$ cat src/rtl/uart_frame_assembler_pkg.sv
// Shared types and helpers for the UART frame assembler: state encoding,
// default sync marker and frame-width helper.
package uart_frame_assembler_pkg;

    typedef enum logic [1:0] {
        HUNT    = 2'd0,
        COLLECT = 2'd1,
        CHECK   = 2'd2
    } state_t;

    localparam logic [7:0] DEFAULT_SYNC_BYTE = 8'hA5;

    function automatic int unsigned frameWidth(input int unsigned frameBytes);
        return 8 * frameBytes;
    endfunction

endpackage

$ cat src/rtl/uart_frame_assembler_if.sv
// Byte-in / frame-out bus between the UART receiver side and the frame consumer.
interface uart_frame_assembler_if #(
    parameter int unsigned W = 80
);
    logic [7:0]   byte_data;
    logic         byte_valid;
    logic [W-1:0] frame;
    logic         frame_valid;
    logic         err_checksum;
    logic         err_timeout;
    logic [15:0]  good_count;

    modport master (
        output byte_data, byte_valid,
        input  frame, frame_valid, err_checksum, err_timeout, good_count
    );

    modport slave (
        input  byte_data, byte_valid,
        output frame, frame_valid, err_checksum, err_timeout, good_count
    );
endinterface

$ cat src/rtl/uart_frame_assembler_byte_timeout_timer.sv
// Idle-cycle watchdog: counts cycles without a kick while enabled and flags
// expiry on the cycle the count sits at its terminal value with no kick.
module byte_timeout_timer #(
    parameter int unsigned TIMEOUT_CYCLES = 208340
) (
    input  logic clk,
    input  logic reset,
    input  logic enable,
    input  logic kick,
    output logic expired
);
    localparam int unsigned TW = (TIMEOUT_CYCLES > 2) ? $clog2(TIMEOUT_CYCLES) : 1;
    localparam logic [TW-1:0] TERMINAL = TW'(TIMEOUT_CYCLES - 1);

    logic [TW-1:0] count;

    // Held at zero while disabled so every frame starts with a fresh budget
    always_ff @(posedge clk) begin
        if (reset || !enable || kick) begin
            count <= '0;
        end else if (count != TERMINAL) begin
            count <= count + TW'(1);
        end
    end

    assign expired = enable && !kick && (count == TERMINAL);

endmodule

$ cat src/rtl/uart_frame_assembler.sv
// Hunts for a sync byte, collects FRAME_BYTES payload bytes, verifies an XOR
// checksum byte and publishes the frame (optionally bit-reversed).
module uart_frame_assembler
    import uart_frame_assembler_pkg::*;
#(
    parameter int unsigned FRAME_BYTES    = 10,
    parameter logic [7:0]  SYNC_BYTE      = DEFAULT_SYNC_BYTE,
    parameter int unsigned TIMEOUT_CYCLES = 208340,
    parameter bit          REVERSE        = 1'b1
) (
    input  logic                   clk,
    input  logic                   reset,
    uart_frame_assembler_if.slave  bus
);
    localparam int unsigned W     = frameWidth(FRAME_BYTES);
    localparam int unsigned IDX_W = (FRAME_BYTES > 1) ? $clog2(FRAME_BYTES) : 1;
    localparam logic [IDX_W-1:0] LAST_IDX = IDX_W'(FRAME_BYTES - 1);

    state_t           state, stateNext;
    logic [IDX_W-1:0] idx, idxNext;
    logic [7:0]       chk, chkNext;
    logic [W-1:0]     shadow, shadowNext;
    logic [W-1:0]     frameReg, frameNext;
    logic [W-1:0]     reversed, frameOrdered;
    logic             frameValid, frameValidNext;
    logic             errChecksum, errChecksumNext;
    logic             errTimeout, errTimeoutNext;
    logic [15:0]      goodCount, goodCountNext;
    logic             timerEnable, timerKick, timerExpired;

    byte_timeout_timer #(
        .TIMEOUT_CYCLES(TIMEOUT_CYCLES)
    ) u_timer (
        .clk     (clk),
        .reset   (reset),
        .enable  (timerEnable),
        .kick    (timerKick),
        .expired (timerExpired)
    );

    for (genvar i = 0; i < W; i++) begin : gRev
        assign reversed[i] = shadow[W-1-i];
    end

    assign frameOrdered = REVERSE ? reversed : shadow;
    assign timerEnable  = (state == COLLECT) || (state == CHECK);

    always_ff @(posedge clk) begin
        if (reset) begin
            state       <= HUNT;
            idx         <= '0;
            chk         <= '0;
            shadow      <= '0;
            frameReg    <= '0;
            frameValid  <= 1'b0;
            errChecksum <= 1'b0;
            errTimeout  <= 1'b0;
            goodCount   <= '0;
        end else begin
            state       <= stateNext;
            idx         <= idxNext;
            chk         <= chkNext;
            shadow      <= shadowNext;
            frameReg    <= frameNext;
            frameValid  <= frameValidNext;
            errChecksum <= errChecksumNext;
            errTimeout  <= errTimeoutNext;
            goodCount   <= goodCountNext;
        end
    end

    // A byte arriving on the expiry cycle takes priority over the timeout
    always_comb begin
        stateNext       = state;
        idxNext         = idx;
        chkNext         = chk;
        shadowNext      = shadow;
        frameNext       = frameReg;
        frameValidNext  = 1'b0;
        errChecksumNext = 1'b0;
        errTimeoutNext  = 1'b0;
        goodCountNext   = goodCount;
        timerKick       = 1'b0;

        case (state)
            HUNT: begin
                if (bus.byte_valid && (bus.byte_data == SYNC_BYTE)) begin
                    stateNext = COLLECT;
                    idxNext   = '0;
                    chkNext   = '0;
                    timerKick = 1'b1;
                end
            end
            COLLECT: begin
                if (bus.byte_valid) begin
                    shadowNext[32'(idx) * 8 +: 8] = bus.byte_data;
                    chkNext   = chk ^ bus.byte_data;
                    idxNext   = idx + IDX_W'(1);
                    timerKick = 1'b1;
                    if (idx == LAST_IDX) begin
                        stateNext = CHECK;
                    end
                end else if (timerExpired) begin
                    errTimeoutNext = 1'b1;
                    stateNext      = HUNT;
                end
            end
            CHECK: begin
                if (bus.byte_valid) begin
                    timerKick = 1'b1;
                    stateNext = HUNT;
                    if (bus.byte_data == chk) begin
                        frameNext      = frameOrdered;
                        frameValidNext = 1'b1;
                        goodCountNext  = goodCount + 16'd1;
                    end else begin
                        errChecksumNext = 1'b1;
                    end
                end else if (timerExpired) begin
                    errTimeoutNext = 1'b1;
                    stateNext      = HUNT;
                end
            end
            default: begin
                stateNext = HUNT;
            end
        endcase
    end

    assign bus.frame        = frameReg;
    assign bus.frame_valid  = frameValid;
    assign bus.err_checksum = errChecksum;
    assign bus.err_timeout  = errTimeout;
    assign bus.good_count   = goodCount;

endmodule
$ cat src/flat_wrapper.sv
// flat-port wrapper written by rule: the top's interface ports become plain ports
module uart_frame_assembler_flat import uart_frame_assembler_pkg::*;
#(
    parameter int unsigned FRAME_BYTES    = 10,
    parameter logic [7:0]  SYNC_BYTE      = DEFAULT_SYNC_BYTE,
    parameter int unsigned TIMEOUT_CYCLES = 208340,
    parameter bit          REVERSE        = 1'b1
)
  (clk, reset, bus_byte_data, bus_byte_valid, bus_frame, bus_frame_valid, bus_err_checksum, bus_err_timeout, bus_good_count);
  uart_frame_assembler_if bus_i ();
  input  logic clk;
  input  logic reset;
  input wire logic [$bits(bus_i.byte_data)-1:0] bus_byte_data;
  input wire logic [$bits(bus_i.byte_valid)-1:0] bus_byte_valid;
  output wire logic [$bits(bus_i.frame)-1:0] bus_frame;
  output wire logic [$bits(bus_i.frame_valid)-1:0] bus_frame_valid;
  output wire logic [$bits(bus_i.err_checksum)-1:0] bus_err_checksum;
  output wire logic [$bits(bus_i.err_timeout)-1:0] bus_err_timeout;
  output wire logic [$bits(bus_i.good_count)-1:0] bus_good_count;
  assign bus_i.byte_data = bus_byte_data;
  assign bus_i.byte_valid = bus_byte_valid;
  assign bus_frame = bus_i.frame;
  assign bus_frame_valid = bus_i.frame_valid;
  assign bus_err_checksum = bus_i.err_checksum;
  assign bus_err_timeout = bus_i.err_timeout;
  assign bus_good_count = bus_i.good_count;
  uart_frame_assembler #(.FRAME_BYTES(FRAME_BYTES), .SYNC_BYTE(SYNC_BYTE), .TIMEOUT_CYCLES(TIMEOUT_CYCLES), .REVERSE(REVERSE)) u_core (.clk(clk), .reset(reset), .bus(bus_i));
endmodule
$ cat config.mk
export PLATFORM = sky130hd
export DESIGN_NAME = uart_frame_assembler_flat
export DESIGN_NICKNAME = d
export VERILOG_FILES = /design/src/rtl/uart_frame_assembler_pkg.sv /design/src/rtl/uart_frame_assembler_if.sv /design/src/rtl/uart_frame_assembler_byte_timeout_timer.sv /design/src/rtl/uart_frame_assembler.sv /design/src/flat_wrapper.sv
export SDC_FILE = /design/constraint.sdc
export NUM_CORES = 1
export LEC_CHECK = 0
export CORE_MARGIN = 2
export CORE_UTILIZATION = 57
export DETAILED_ROUTE_END_ITERATION = 10
export PLACE_DENSITY = 0.81
export RECOVER_POWER = 50
export SLEW_MARGIN = 20
export SYNTH_ARGS = -nofsm -noshare
export SYNTH_HDL_FRONTEND = slang
export SYNTH_SLANG_ARGS = --single-unit
$ cat constraint.sdc
create_clock -name clk -period 3.2 [get_ports clk]
set_input_delay 0.64 -clock clk [delete_from_list [all_inputs] [get_ports clk]]
set_output_delay 0.64 -clock clk [all_outputs]
set_load 0.05 [all_outputs]
==> results of run 1 <==
flip-flops by register name (all words and copies together) (netlist names):
| name | flops |
|---|---|
| u_core.bus.frame | 80 |
| u_core.bus.err_checksum | 1 |
| u_core.idx | 4 |
| u_core.bus.err_timeout | 1 |
| u_core.shadow | 80 |
| u_core.bus.frame_valid | 1 |
| u_core.bus.good_count | 16 |
| u_core.u_timer.count | 18 |
| u_core.state | 2 |
| u_core.chk | 8 |
path summary, 6_finish.rpt:
check | start | end | slack (ps)
setup / recovery | bus_byte_data[1] | u_core.bus.frame[59] | 290
hold / removal | u_core.shadow[4] | u_core.shadow[4] | 460
setup reg to reg | u_core.idx[1] | u_core.shadow[76] | 410
hold reg to reg | u_core.shadow[4] | u_core.shadow[4] | 460
worst max-delay path, cell delays in order:
cell and delay [ps]:
dlygate4sd3_1 850, xnor2_1 220, nand4_1 170, nor3_1 160, clkbuf_2 650, clkbuf_2 390
mux2i_1 220
layer usage:
layer | track usage (%) | vias to the layer above | share of wire (%) | routed length (um)
met5 | 0 | - | 0 | 0
met4 | 9.66 | 0 | 3.6 | 839
met3 | 3.25 | 67 | 6.0 | 1390
met2 | 40.8 | 281 | 47 | 10900
met1 | 33.7 | 3866 | 43 | 10100
li1 | - | 4067 | - | -
cell usage after synthesis (2+ instances only):
master	instances
dfxtp_1	211
nand2b_1	175
a21oi_1	92
o21ai_0	91
mux2i_1	81
nand3_1	77
clkbuf_1	67
nor2_1	40
nand4_1	39
nor2b_1	26
nand2_1	22
nor4_1	17
mux2_2	16
nor3_1	13
xor2_1	12
ha_1	10
and3_1	9
buf_2	9
xnor2_1	9
and2_1	8
buf_1	8
buf_4	8
inv_1	8
nor3b_1	8
or3_1	7
and4_1	6
o21ai_1	6
or4_1	4
a311oi_1	3
a2111oi_4	2
a31oi_1	2
nand4b_1	2
o311ai_1	2
o31ai_1	2
area by class of cell:
class / instances / area [um^2]
Multi-Input combinational cell: 802 / 5190
Tap cell: 220 / 275
Inverter: 9 / 33.8
Sequential cell: 211 / 4220
Clock buffer: 35 / 651
Fill cell: 1323 / 4860
Timing Repair Buffer: 146 / 1400
Clock inverter: 3 / 65.1
power by group:
part           internal, mW  switching (mW)  leakage [nW]
registers              2.63       0.0000898          1.70
clock network          1.55            1.00         0.348
logic                0.0595          0.0769          2.00
total                  4.23            1.08          4.05
through the flow:
step	util [%]	power (mW)	cells	setup slack (ps)	hold WS [ps]
2_1_floorplan	-	2.78	1114	518	432
4_1_cts	71.1	5.33	1426	431	461
6_report	70.9	5.31	1426	294	458
3_3_place_gp	66.8	2.82	1388	380	443
3_5_place_dp	66.8	2.82	1388	304	448
5_1_grt	70.9	5.44	1426	117	472
logic make-up (layout without fill, tap and decap cells):
logic type,after synthesis,in the layout,synth area share (%)
AOI/OAI and AO/OA,207,207,11.5
xor gates and xnor gates,21,21,1.87
adders and majority gates,10,10,1.27
buffers and inverters,101,193,4.28
DFF,211,211,43.0
muxes,97,97,10.1
and+or+nand+nor,467,467,28.0
==> flow_summary.yaml, run 1 <==
status:
  status: "completed"
sta:
  fin_crit_ps: 2910
  max_freq_mhz: 344
  fin_crit_sh_pct: 90.8
  maxSlewViolCount: 0
  final.setup.tns_ps: 0
  tightest_slew_ps: 1020
  finalHoldViolCount: 0
  skew_ps: 7.98
  rsz0062_at_grt: "false"
  slew_headroom_pct: 32.1
  setup_viol: 0
synthesis:
  synth_area_um2: 9820
  async_flop_share_pct: 0
  syn_nets: 1135
  synth_seq_cells: 211
  synth_top_cell_by_area: "dfxtp_1"
  synth_top_area_share_pct: 43.0
  avgSynthCellArea_um2: 8.81
  synth-seq-area-share_pct: 43.0
  yosys_warnings: 0
  synth_edf_count: 0
  ys_top_cells_by_area: "dfxtp_1 (43%), nand2b_1 (11%), mux2i_1 (8.3%)"
  synth_cell_types: 56
  syn_inst: 1114
  synthFlopType: "dfxtp_1"
drt:
  drtIter0Drc: 780
  vias: 8281
  dr.pass1.iters: 5
  wl_per_cell_um: 16.3
  ant_nets: 0
  wirelength_mm: 23.2
  drcViolationCount: 0
  viasPerCell: 5.81
clocking:
  clkSlewWorstSetupHoldPaths_ps: 60
  ctsHoldBuffers: 0
  cts_tree: "yes"
  cts_resized: 0
  h-tree-depth: 1
  postCtsSetupBuffers: 0
  cts-root-buf: "clkbuf_16"
  numCtsBuffers: 22
  clock-sinks: 211
  cts.path.max_buffers: 3
  clock_latency_ps: 500
setup_path:
  critPathMaxFanout: 22
  critPathLaunchType: "primary input"
  r2r_cells: 6
  critPathCaptureType: "register"
  cp.arrival_ps: 3330
  crit_type: "in -> reg"
  cp_data_required_time_ps: 3630
global_route:
  grt_pass1_wl_mm: 37.8
  grt_use_total_pct: 24.9
  antenna_found_initial: 0
  grt_pass1_vias: 7587
  gr-total-overflow: 0
  grt_max_degree: 101
floorplan:
  fp-row-count: 47
  coreArea_um2: 16700
  die_w_um: 135
  dieArea_um2: 18300
  top_level_ports: 110
  start_util_pct: 58.8
  die_h_um: 135
hold_path:
  min_path_cells: 2
  hp-class: "reg -> reg"
layout:
  drive_gt1_share_pct: 7.46
  final_cell_mix: "dfxtp_1 (211), nand2b_1 (175), dlygate4sd3_1 (100)"
  fin_area_um2: 11800
  antenna_cells: 0
  fin_nets: 1213
  area.growth.synth_to_final_pct: 20.6
  final_common_cell: "dfxtp_1"
flow_run:
  drv_cap: 0
place:
  placed_cell_area_um2: 11200
  hpwl_mm: 15.5
  gp_congestion: 0.956
  portBuffers: 109
power:
  p_per_area_nw_per_um2: 449
  p_leak_nw: 4.05
  vdd_drop_max_mv: 0.439
Power figures use the tool's default switching activity.
==> run 2, diff against run 1 <==
CTS_CLUSTER_SIZE = 12   (was unset)
REMOVE_ABC_BUFFERS = 1   (was unset)
==> run 2 against run 1 <==
Compared with the run above:
- setup slack better by 68 ps
- core utilization is 0.46 points lower
- power is 1.5% lower
- clock skew is 9.5 ps higher
- clock-buffer cell count is 5 lower
- via count is 1.1% lower
==> flow_summary.yaml, run 2 (synthesized netlist as in run 1, its figures left out) <==
status:
  status: "completed"
global_route:
  gr-total-overflow: 0
  grt_pass1_vias: 7651
  grt_pass1_wl_mm: 37.1
  grt_max_degree: 142
  grt_use_total_pct: 24.3
  antenna_found_initial: 0
hold_path:
  hp-class: "reg -> reg"
  min-delay-start: "u_core.shadow[5]"
  min_path_cells: 2
power:
  total_power_mw: 5.23
  p_leak_nw: 3.77
  p_per_area_nw_per_um2: 445
  vdd_drop_max_mv: 0.389
setup_path:
  path_common_cell: "inv_1"
  critPathLaunch: "u_core.idx[1]"
  crit_type: "reg -> reg"
  cp_data_required_time_ps: 3560
  critPathLaunchType: "register"
  path_cells: "inv_1 -> ha_1 -> inv_1 -> or4_1 -> o21ai_0 -> a21oi_1"
  critPathMaxFanout: 24
  crit_family: "simple AND/OR/NAND/NOR gates"
  cp.arrival_ps: 3190
  path_depth: 6
  reg2reg_from: "u_core.idx[1]"
  cp_num_buf_inv: 2
  worst_path_max_delay_cell: "or4_1"
  max_stage_delay_ps: 900
  critPathCaptureType: "register"
  r2r_cells: 6
sta:
  hold_ws_ps: 456
  setup_viol: 0
  fin_crit_ps: 2840
  finalHoldViolCount: 0
  rsz0062_at_grt: "false"
  fin_crit_sh_pct: 88.7
  slew_headroom_pct: 20.4
  maxSlewViolCount: 0
  max_freq_mhz: 352
  tightest_slew_ps: 1190
  final.setup.tns_ps: 0
  skew_ps: 17.4
clocking:
  clock_latency_ps: 510
  numCtsBuffers: 23
  cts.path.max_buffers: 3
  clock-sinks: 211
  cts_tree: "yes"
  clkSlewWorstSetupHoldPaths_ps: 60
  postCtsSetupBuffers: 0
  cts-root-buf: "clkbuf_16"
  ctsHoldBuffers: 0
  h-tree-depth: 1
  cts_resized: 0
place:
  hpwl_mm: 14.8
  gp_congestion: 0.911
  portBuffers: 109
layout:
  antenna_cells: 0
  drive_gt1_share_pct: 7.40
  final_util_pct: 70.4
  fin_nets: 1211
  final_common_cell: "dfxtp_1"
  area.growth.synth_to_final_pct: 19.8
  final_cell_mix: "dfxtp_1 (211), nand2b_1 (175), a21oi_1 (92)"
  filler_cell_count: 1369
drt:
  ant_nets: 0
  viasPerCell: 5.76
  wirelength_mm: 22.4
  dr.pass1.iters: 5
  wl_per_cell_um: 15.8
  drtIter0Drc: 875
  vias: 8194
  drcViolationCount: 0
floorplan:
  die_w_um: 135
  start_util_pct: 58.8
  dieArea_um2: 18300
  fp-row-count: 47
  coreArea_um2: 16700
  top_level_ports: 110
  die_h_um: 135
flow_run:
  drv_cap: 0
## run 2: stage by stage
stage | std cells | setup WS, ps | instance area [um^2]
5_1_grt | 1422 | 206 | 11800
2_1_floorplan | 1022 | -7170 | 9430
3_3_place_gp | 1385 | 429 | 11100
4_1_cts | 1422 | 387 | 11800
3_5_place_dp | 1385 | 401 | 11100
6_report | 1422 | 362 | 11800
## run 2: layout make-up
cell class	count	area [um^2]	area share [%]
timing repair buffer	143	1350	11.4
inverter	9	33.8	0.287
clock inverter	7	63.8	0.542
clock buffer	30	632	5.37
tap	220	275	2.34
multi-input combinational	802	5190	44.1
sequential	211	4220	35.9
## run 2: worst min-delay path: stages (launching register included)
cell and delay [ps]:
dfxtp_1 310, nand2_1 50, a21oi_1 50
## run 2: final timing paths
path	to	slack [ps]
setup / recovery	u_core.shadow[41]	360
hold reg to reg	u_core.shadow[5]	460
setup reg to reg	u_core.shadow[41]	360
hold / removal	u_core.shadow[5]	460
## run 2: metal layers
layer | routed length, um | part of all wire [%] | vias up | global-route usage (%)
met2 | 10800 | 48 | 228 | 41.7
met1 | 9950 | 44 | 3874 | 32.0
met5 | 0 | 0 | - | 0
li1 | - | - | 4050 | -
met4 | 521 | 2.3 | 0 | 7.06
met3 | 1190 | 5.3 | 42 | 3.29
## run 2: report_power, final
group          internal [mW]  switching (mW)
registers               2.63       0.0000909
logic                 0.0589          0.0760
clock network           1.46            1.01
